--- config.mk ---
export PLATFORM = sky130hd
export DESIGN_NAME = stall_ctrl
export DESIGN_NICKNAME = d
export VERILOG_FILES = /design/src/rtl/hazard_pkg.sv /design/src/rtl/md_busy_tracker.sv /design/src/rtl/stall_ctrl.sv
export SDC_FILE = /design/constraint.sdc
export NUM_CORES = 1
export LEC_CHECK = 0
export ABC_AREA = 1
export CORE_ASPECT_RATIO = 0.5
export CORE_UTILIZATION = 51
export CTS_BUF_LIST = sky130_fd_sc_hd__clkbuf_2
export CTS_CLUSTER_DIAMETER = 50
export DETAILED_ROUTE_END_ITERATION = 8
export PLACE_DENSITY = 0.82
export SLEW_MARGIN = 15
export SYNTH_ARGS = -nofsm -noshare
export SYNTH_HDL_FRONTEND = slang
export SYNTH_HIERARCHICAL = 1
export SYNTH_SLANG_ARGS = --single-unit
--- constraint.sdc ---
create_clock -name clk -period 2.4 [get_ports clk]
set_input_delay 0.24 -clock clk [delete_from_list [all_inputs] [get_ports clk]]
set_output_delay 0.24 -clock clk [all_outputs]
set_load 0.01 [all_outputs]
--- src/rtl/hazard_pkg.sv ---
`default_nettype none
// ============================================================================
//  Module      : hazard_pkg
//  Description : Shared encodings for the MIPS hazard logic. Holds the
//                Tuse/Tnew timing codes, default mult/div latencies, the
//                MD opcode/funct constants (also used by the decoder) and a
//                per-source hazard compare helper.
//  Revision    : 1.0 - initial release
// ============================================================================
package hazard_pkg;

  // Timing codes: cycles until a value is needed (Tuse) or produced (Tnew).
  typedef logic [1:0] stage_time_t;

  localparam stage_time_t TUSE_NOW  = 2'd0;
  localparam stage_time_t TUSE_ONE  = 2'd1;
  localparam stage_time_t TUSE_TWO  = 2'd2;
  localparam stage_time_t TUSE_NONE = 2'd3;

  localparam stage_time_t TNEW_NOW  = 2'd0;
  localparam stage_time_t TNEW_ONE  = 2'd1;
  localparam stage_time_t TNEW_TWO  = 2'd2;

  // Default busy windows of the multi-cycle MD unit.
  localparam int MULT_LAT_DFLT = 5;
  localparam int DIV_LAT_DFLT  = 10;

  // Width of the MD busy down-counter; must hold the longest latency.
  localparam int MD_CNT_W = 4;

  // Which kind of MD operation an issue starts.
  typedef enum logic {
    MD_MULT = 1'b0,
    MD_DIV  = 1'b1
  } md_kind_e;

  // R-type opcode and MD funct codes.
  localparam logic [5:0] OP_SPECIAL  = 6'b000000;
  localparam logic [5:0] FUNCT_MFHI  = 6'b010000;
  localparam logic [5:0] FUNCT_MTHI  = 6'b010001;
  localparam logic [5:0] FUNCT_MFLO  = 6'b010010;
  localparam logic [5:0] FUNCT_MTLO  = 6'b010011;
  localparam logic [5:0] FUNCT_MULT  = 6'b011000;
  localparam logic [5:0] FUNCT_MULTU = 6'b011001;
  localparam logic [5:0] FUNCT_DIV   = 6'b011010;
  localparam logic [5:0] FUNCT_DIVU  = 6'b011011;

  // True when an instruction touches the MD unit or HI/LO.
  function automatic logic is_md_instr(input logic [5:0] opcode,
                                       input logic [5:0] funct);
    logic r_type;
    r_type = (opcode == OP_SPECIAL);
    return r_type && ((funct == FUNCT_MFHI)  || (funct == FUNCT_MTHI) ||
                      (funct == FUNCT_MFLO)  || (funct == FUNCT_MTLO) ||
                      (funct == FUNCT_MULT)  || (funct == FUNCT_MULTU) ||
                      (funct == FUNCT_DIV)   || (funct == FUNCT_DIVU));
  endfunction

  // A source register stalls when a producer in E or M will not have its
  // result ready by the time D needs it. Register 0 is hardwired and never
  // creates a dependency.
  function automatic logic src_hazard(input logic [4:0]  src_addr,
                                      input stage_time_t tuse,
                                      input logic [4:0]  e_wa,
                                      input stage_time_t e_tnew,
                                      input logic [4:0]  m_wa,
                                      input stage_time_t m_tnew);
    logic hit_e;
    logic hit_m;
    hit_e = (src_addr == e_wa) && (e_tnew > tuse);
    hit_m = (src_addr == m_wa) && (m_tnew > tuse);
    return (src_addr != 5'd0) && (hit_e || hit_m);
  endfunction

endpackage : hazard_pkg
`default_nettype wire

--- src/rtl/md_busy_tracker.sv ---
`default_nettype none
// ============================================================================
//  Module      : md_busy_tracker
//  Description : Tracks the busy window of the multi-cycle mult/div unit with
//                a down-counter loaded on issue. md_busy covers the issue
//                cycle itself plus every cycle the counter is non-zero.
//  Revision    : 1.0 - initial release
// ============================================================================
module md_busy_tracker
  import hazard_pkg::*;
#(
  parameter int MULT_LAT = MULT_LAT_DFLT,
  parameter int DIV_LAT  = DIV_LAT_DFLT
) (
  input  logic clk,
  input  logic reset,
  input  logic i_md_start,
  input  logic i_md_is_div,
  output logic o_md_busy
);

  localparam logic [MD_CNT_W-1:0] c_mult_load = MD_CNT_W'(MULT_LAT);
  localparam logic [MD_CNT_W-1:0] c_div_load  = MD_CNT_W'(DIV_LAT);
  localparam logic [MD_CNT_W-1:0] c_one       = MD_CNT_W'(1);

  logic [MD_CNT_W-1:0] r_md_cnt;
  logic                w_cnt_zero;
  logic [MD_CNT_W-1:0] w_load_val;
  md_kind_e            w_kind;

  assign w_cnt_zero = (r_md_cnt == '0);
  assign w_kind     = i_md_is_div ? MD_DIV : MD_MULT;
  assign w_load_val = (w_kind == MD_DIV) ? c_div_load : c_mult_load;

  // Load on a fresh issue; a start while already busy is ignored and the
  // window keeps counting down so the original operation finishes on time.
  always_ff @(posedge clk) begin
    if (!reset) begin
      r_md_cnt <= '0;
    end else if (i_md_start && w_cnt_zero) begin
      r_md_cnt <= w_load_val;
    end else if (!w_cnt_zero) begin
      r_md_cnt <= r_md_cnt - c_one;
    end
  end

  // Busy in the issue cycle too, so a HI/LO reader right behind is held.
  assign o_md_busy = i_md_start | ~w_cnt_zero;

endmodule : md_busy_tracker
`default_nettype wire

--- src/rtl/stall_ctrl.sv ---
`default_nettype none
// ============================================================================
//  Module      : stall_ctrl
//  Description : Pipeline hazard controller for the five-stage MIPS core.
//                Compares D-stage Tuse against E/M Tnew, holds HI/LO users
//                while the MD unit is busy, drives fetch/decode enables and
//                the E-stage bubble, and counts stalled cycles (saturating).
//  Revision    : 1.0 - initial release
// ============================================================================
module stall_ctrl
  import hazard_pkg::*;
#(
  parameter int MULT_LAT = MULT_LAT_DFLT,
  parameter int DIV_LAT  = DIV_LAT_DFLT,
  parameter int CNT_W    = 32
) (
  input  logic             clk,
  input  logic             reset,
  input  logic [4:0]       D_rs_addr,
  input  logic [4:0]       D_rt_addr,
  input  logic [1:0]       D_Tuse_rs,
  input  logic [1:0]       D_Tuse_rt,
  input  logic             D_is_md,
  input  logic [4:0]       E_wa,
  input  logic [1:0]       E_Tnew,
  input  logic [4:0]       M_wa,
  input  logic [1:0]       M_Tnew,
  input  logic             E_md_start,
  input  logic             E_md_is_div,
  output logic             I_EN,
  output logic             D_EN,
  output logic             E_clr,
  output logic             md_busy,
  output logic [CNT_W-1:0] stall_cnt
);

  localparam logic [CNT_W-1:0] c_cnt_one = CNT_W'(1);

  logic             w_md_busy;
  logic             w_rs_hazard;
  logic             w_rt_hazard;
  logic             w_md_hazard;
  logic             w_stall;
  logic             w_cnt_sat;
  logic [CNT_W-1:0] r_stall_cnt;

  md_busy_tracker #(
    .MULT_LAT (MULT_LAT),
    .DIV_LAT  (DIV_LAT)
  ) u_md_busy_tracker (
    .clk         (clk),
    .reset       (reset),
    .i_md_start  (E_md_start),
    .i_md_is_div (E_md_is_div),
    .o_md_busy   (w_md_busy)
  );

  // Data hazards are purely combinational: the upstream pipeline lowers
  // Tnew as the producer advances, so the stall clears on its own.
  always_comb begin
    w_rs_hazard = src_hazard(D_rs_addr, D_Tuse_rs, E_wa, E_Tnew, M_wa, M_Tnew);
    w_rt_hazard = src_hazard(D_rt_addr, D_Tuse_rt, E_wa, E_Tnew, M_wa, M_Tnew);
    w_md_hazard = D_is_md & w_md_busy;
    w_stall     = w_rs_hazard | w_rt_hazard | w_md_hazard;
  end

  assign w_cnt_sat = &r_stall_cnt;

  // Count every stalled cycle once, holding at all-ones instead of wrapping.
  always_ff @(posedge clk) begin
    if (!reset) begin
      r_stall_cnt <= '0;
    end else if (w_stall && !w_cnt_sat) begin
      r_stall_cnt <= r_stall_cnt + c_cnt_one;
    end
  end

  assign I_EN      = ~w_stall;
  assign D_EN      = ~w_stall;
  assign E_clr     = w_stall;
  assign md_busy   = w_md_busy;
  assign stall_cnt = r_stall_cnt;

endmodule : stall_ctrl
`default_nettype wire

; ---- Word level (Yosys, flattened, before mapping)
; Index checks and enable logic that the tools add are counted.
; W data, S select, Z words.
[totals]
reg_bits = 36
[classes]
n_addsub = 2
n_lt_le_gt_ge = 4
eq_ne = 5
muxes = 4
bitwise = 6
reduce_logical = 15
[op_table]
columns = operator, count
row1 = $add A32 B1 Y32 const B, 1
row2 = $reduce_and A32 Y1, 1
row3 = $eq A5 B5 Y1, 4
row4 = $mux W4, 3
row5 = $reduce_bool A5 Y1, 2
row6 = $gt A2 B2 Y1, 4
row7 = $logic_and A1 B1 Y1, 8
row8 = $logic_not A4 Y1, 1
row9 = $sub A4 B1 Y4 const B, 1
row10 = $or A1 B1 Y1, 3
row11 = $logic_or A1 B1 Y1, 2
row12 = $ne A2 B2 Y1 const B, 1
row13 = $not A1 Y1, 2
row14 = $and A1 B1 Y1, 1
row15 = $logic_not A1 Y1, 1
row16 = $mux W1, 1

; ---- Depth between registers and ports, before layout
[logic_depth]
word_depth = 7
ltp_mapped = 15
mapped_depth_nobuf = 15

; ---- By module
; The synthesis kept the hierarchy.
[by_module_without_submodules]
columns = mod, instances, cells_each, area_each_um2
row1 = stall_ctrl, 1, 437, 2507.4
row2 = md_busy_tracker, 1, 38, 267.8

; ---- Least setup slack after synthesis
; No wires, ideal clock.
[synth_path]
kind = in2out
from = input port D_Tuse_rt[1]
to = output port I_EN
t_arrival_ps = 1597
required_ps = 2160
path_slack_ps = 563
path_stages = 14
path_buffers = 2
cell_sequence = inv_1 ha_1 nand2_1 inv_1 nor2_1 nand2_1 nor2_1 nand2_1 nand2_1 nand2_1 nand3_2 buf_2 inv_1 buf_4
[synth_via]
elab_chain_len = 7
[synth_rtl]
columns = item, line_no
row1 = "start, declared", stall_ctrl.sv:22  ; input logic [1:0] D_Tuse_rt,
row2 = $gt A2 B2 Y1 (on tied branches), "hazard_pkg.sv:70, hazard_pkg.sv:71"
row3 = $logic_and A1 B1 Y1 (on tied branches), "hazard_pkg.sv:70, hazard_pkg.sv:71"
row4 = $logic_or A1 B1 Y1 (*), hazard_pkg.sv:72  ; return (src_addr != 5'd0) && (hit_e || hit_m);
row5 = $logic_and A1 B1 Y1 (*), hazard_pkg.sv:72
row6 = $or A1 B1 Y1 (*) (2 in series), stall_ctrl.sv:64  ; w_stall = w_rs_hazard | w_rt_hazard | w_md_hazard;
row7 = via E_clr, stall_ctrl.sv:32  ; output logic E_clr,
row8 = $not A1 Y1 (*), n/a
row9 = "end, declared", stall_ctrl.sv:30  ; output logic I_EN,
; The timed path passes the listed nets; every way through them passes the cells marked *.

; ---- Worst setup path after layout
[layout_path]
from = input port D_Tuse_rt[1]
to = output port I_EN
[layout_via]
elab_chain_len = 7
[layout_rtl]
columns = item, line_no
row1 = $gt A2 B2 Y1 (on tied branches), "hazard_pkg.sv:70, hazard_pkg.sv:71"
row2 = $logic_and A1 B1 Y1 (on tied branches), "hazard_pkg.sv:70, hazard_pkg.sv:71"
row3 = $logic_or A1 B1 Y1 (*), hazard_pkg.sv:72
row4 = $logic_and A1 B1 Y1 (*), hazard_pkg.sv:72
row5 = $or A1 B1 Y1 (*) (2 in series), stall_ctrl.sv:64
row6 = $not A1 Y1 (*), stall_ctrl.sv:78  ; assign I_EN = ~w_stall;
; Mark *: on every way between the ends. The rest lies on a longest branch, timed or not.

==> reports/summary.txt <==
R2R depth: 10
Postcts setup bufs: 0
Largest net degree at the start of global routing: 34
WHS Path Cells: 2
Peak supply drop: 277.8 uV
R2R Path End: stall_cnt[30]$_SDFFE_PN0P_
Rel. slew slack: 0.7340
Clock Sinks: 36
CP Launch Type: input port
Post-synth EDFFs: 0
GRT Residual Overflow: 0
Final instance area: 0.003572 sq mm
Mean post-synth cell area: 5.842 sq um
Worst EP required: 2.16 ns
Overall Global Routing Usage: 0.2438
Synth cell types: 27
Placed inst area: 0.003503 sq mm
Total wire length: 6651 um
R2r startpoint: stall_cnt[0]$_SDFFE_PN0P_
Tightest Pin Transition: 0.3960 ns
Sequential fraction of the synthesis area: 0.2597
Fmax: 0.4448 GHz
Netlist Area Pre-Place: 0.002775 sq mm
Post-DRT Antenna Nets: 0
Port Buffers: 68
Status: finished clean
Synth Net Count: 519
Yosys warns: 6
Clock transition at the registers of the reported paths: 0.19 ns
Clock Skew: 0.008399 ns
WHS Endpoint: u_md_busy_tracker/r_md_cnt[1]$_SDFFE_PN0P_
Hold Crit Start: u_md_busy_tracker/r_md_cnt[1]$_SDFFE_PN0P_
Standard-cell rows: 18
Die area: 0.005758 sq mm
Final setup violation count: 0
Hold crit path type: flop to flop
Count of hold-fix buffers inserted at cts: 0
Antenna violations before repair: 0
Clock root buffer: clkbuf_2
Initial drt markers: 146
Wire per inst: 10.85 um
Min cycle time layout: 2.248 ns
Cell count after synthesis: 475
Count of final hold-check violations: 0
Htree depth: 2
Synth async-reset ratio: 0
RSZ-0062 raised after global routing: false
Worst-Skew Late Latency: 0.38 ns
Post-DP HPWL: 5119 um
Boundary Pins: 69
Layout cells sized above 1: 0.06814
Flop2flop setup slack: 0.34 ns
Commonest cells in the netlist: nand2_1 (128), nor2_1 (73), inv_1 (66)
Top_reg_cell synth: dfxtp_1
CORE AREA: 0.005067 sq mm
# DRC: 0
Leak: 1.710 nW
DIE WIDTH: 106.3 um
Count leader, synth: nand2_1
Synth area leaders: dfxtp_1 (26%), nand2_1 (17%), nand3_1 (11%)
Max-cap violation count: 0
Post-Layout Cell Count: 613
Power density cells: 467.3 mW/mm^2
Crit Path Class: input port to output pin
Clk buf depth: 2
Final cycle utilization of the critical path: 0.9367
Inserted Diodes: 0
Vias in the first global route: 2538
CP max FO: 5
Fin. max-slew vios: 0
Post-Place Cells: 605
Final #Nets: 586
Number of vias per cell: 4.962
Crit path DAT: 2.01 ns
Initial Utilization: 0.5477
1st-pass router iterations: 6
Layout overhead on the synthesized area: 28.72%
First-pass GRT wire length: 10930 um
Critical Path Sink Type: output pin
Die Ht: 54.16 um
Routability cong.: 0.8740
Total negative slack: 0 ns
Yosys reg bits: 36
CTS tree: yes
Biggest area consumer among synthesized cells: dfxtp_1
CTS Buf Count: 5
Yosys top cell area share: 0.2597
Routed vias: 3042
layer usage:
layer | part of all wire | track usage
met5 | 0 | 0
met4 | 0.0083 | 0.06481
met3 | 0.058 | 0.04964
met2 | 0.46 | 0.4394
met1 | 0.48 | 0.3047
placed cells by master, fill, tap and decap left out, types with 7 or more instances in the layout:
| cell | instances |
|---|---|
| dfxtp_1 | 36 |
| nand2_2 | 7 |
| ha_1 | 10 |
| nand2_1 | 128 |
| nand3_1 | 59 |
| clkdlybuf4s50_1 | 65 |
| nor2_1 | 73 |
| nand4_1 | 12 |
| a21oi_1 | 34 |
| inv_1 | 66 |
stage by stage:
stage | util | power [mW] | setup slack [ns] | hold WS (ns)
global placement | 0.6914 | 1.287 | -0.1068 | 0.4922
floorplan | - | 1.097 | 0.5626 | 0.3376
finish | 0.7049 | 1.669 | 0.1520 | 0.5197
global route | 0.7049 | 1.784 | 0.009431 | 0.5100
detailed placement | 0.6914 | 1.298 | -0.1263 | 0.4984
CTS | 0.7049 | 1.676 | 0.1119 | 0.5205
worst max-delay path by stage:
| stage | start | to | slack, ns |
|---|---|---|---|
| final | D_Tuse_rt[1] | I_EN | 0.15 |
| after global routing | D_Tuse_rt[1] | I_EN | 0.009 |
| after CTS | D_Tuse_rt[1] | I_EN | 0.11 |
| after detailed placement | D_Tuse_rs[1] | I_EN | -0.13 |
| after global placement | D_Tuse_rs[1] | I_EN | -0.11 |
| after floorplan | D_Tuse_rt[1] | I_EN | 0.56 |
area by class of cell:
type                    count  area, sq um
multi-input cells         354         1717
fillers                   484         1495
flip-flops and latches     36        720.7
repair buffers             73        714.4
inverters                  72        270.3
well taps                  70        87.58
clock inverters             3        37.54
clock buffers               5        25.02
registers in the layout, indices dropped and copies added (netlist names):
register	flops
stall_cnt	32
u_md_busy_tracker/r_md_cnt	4
critical path, cell delays in order:
cell	delay, ns
clkdlybuf4s50_1	0.46
inv_1	0.05
ha_1	0.29
nand2_1	0.07
inv_1	0.03
nor2_1	0.09
nand2_1	0.06
nor2_1	0.08
nand2_1	0.05
nand2_1	0.05
nand2_1	0.08
nand3_4	0.11
inv_1	0.06
dlygate4sd2_1	0.28
repair_timing:
action | 4_1_cts | 5_1_grt
pin swaps | 0 | 1
gates resized for setup | 5 | 0
setup endpoints to repair | 3 | 2
cells by family (layout without fill, tap and decap cells):
group,Yosys count,after routing,synth area share
XOR/XNOR,5,5,0.01578
AO/OA/AOI/OAI,38,38,0.07033
flip-flops,36,36,0.2597
adder cells (fa/ha/maj),11,11,0.04959
AND/OR/NAND/NOR,300,300,0.4793
buffers and inverters,85,153,0.1253
power by group:
| group | internal [mW] | leakage, nW | total (mW) | switching (mW) |
|---|---|---|---|---|
| Combinational | 0.263 | 1.38 | 0.616 | 0.353 |
| Sequential | 0.637 | 0.291 | 0.671 | 0.0343 |
| Clock | 0.170 | 0.0380 | 0.382 | 0.212 |
| Total | 1.07 | 1.71 | 1.67 | 0.600 |
No activity file was read; power rests on OpenSTA's default activity.
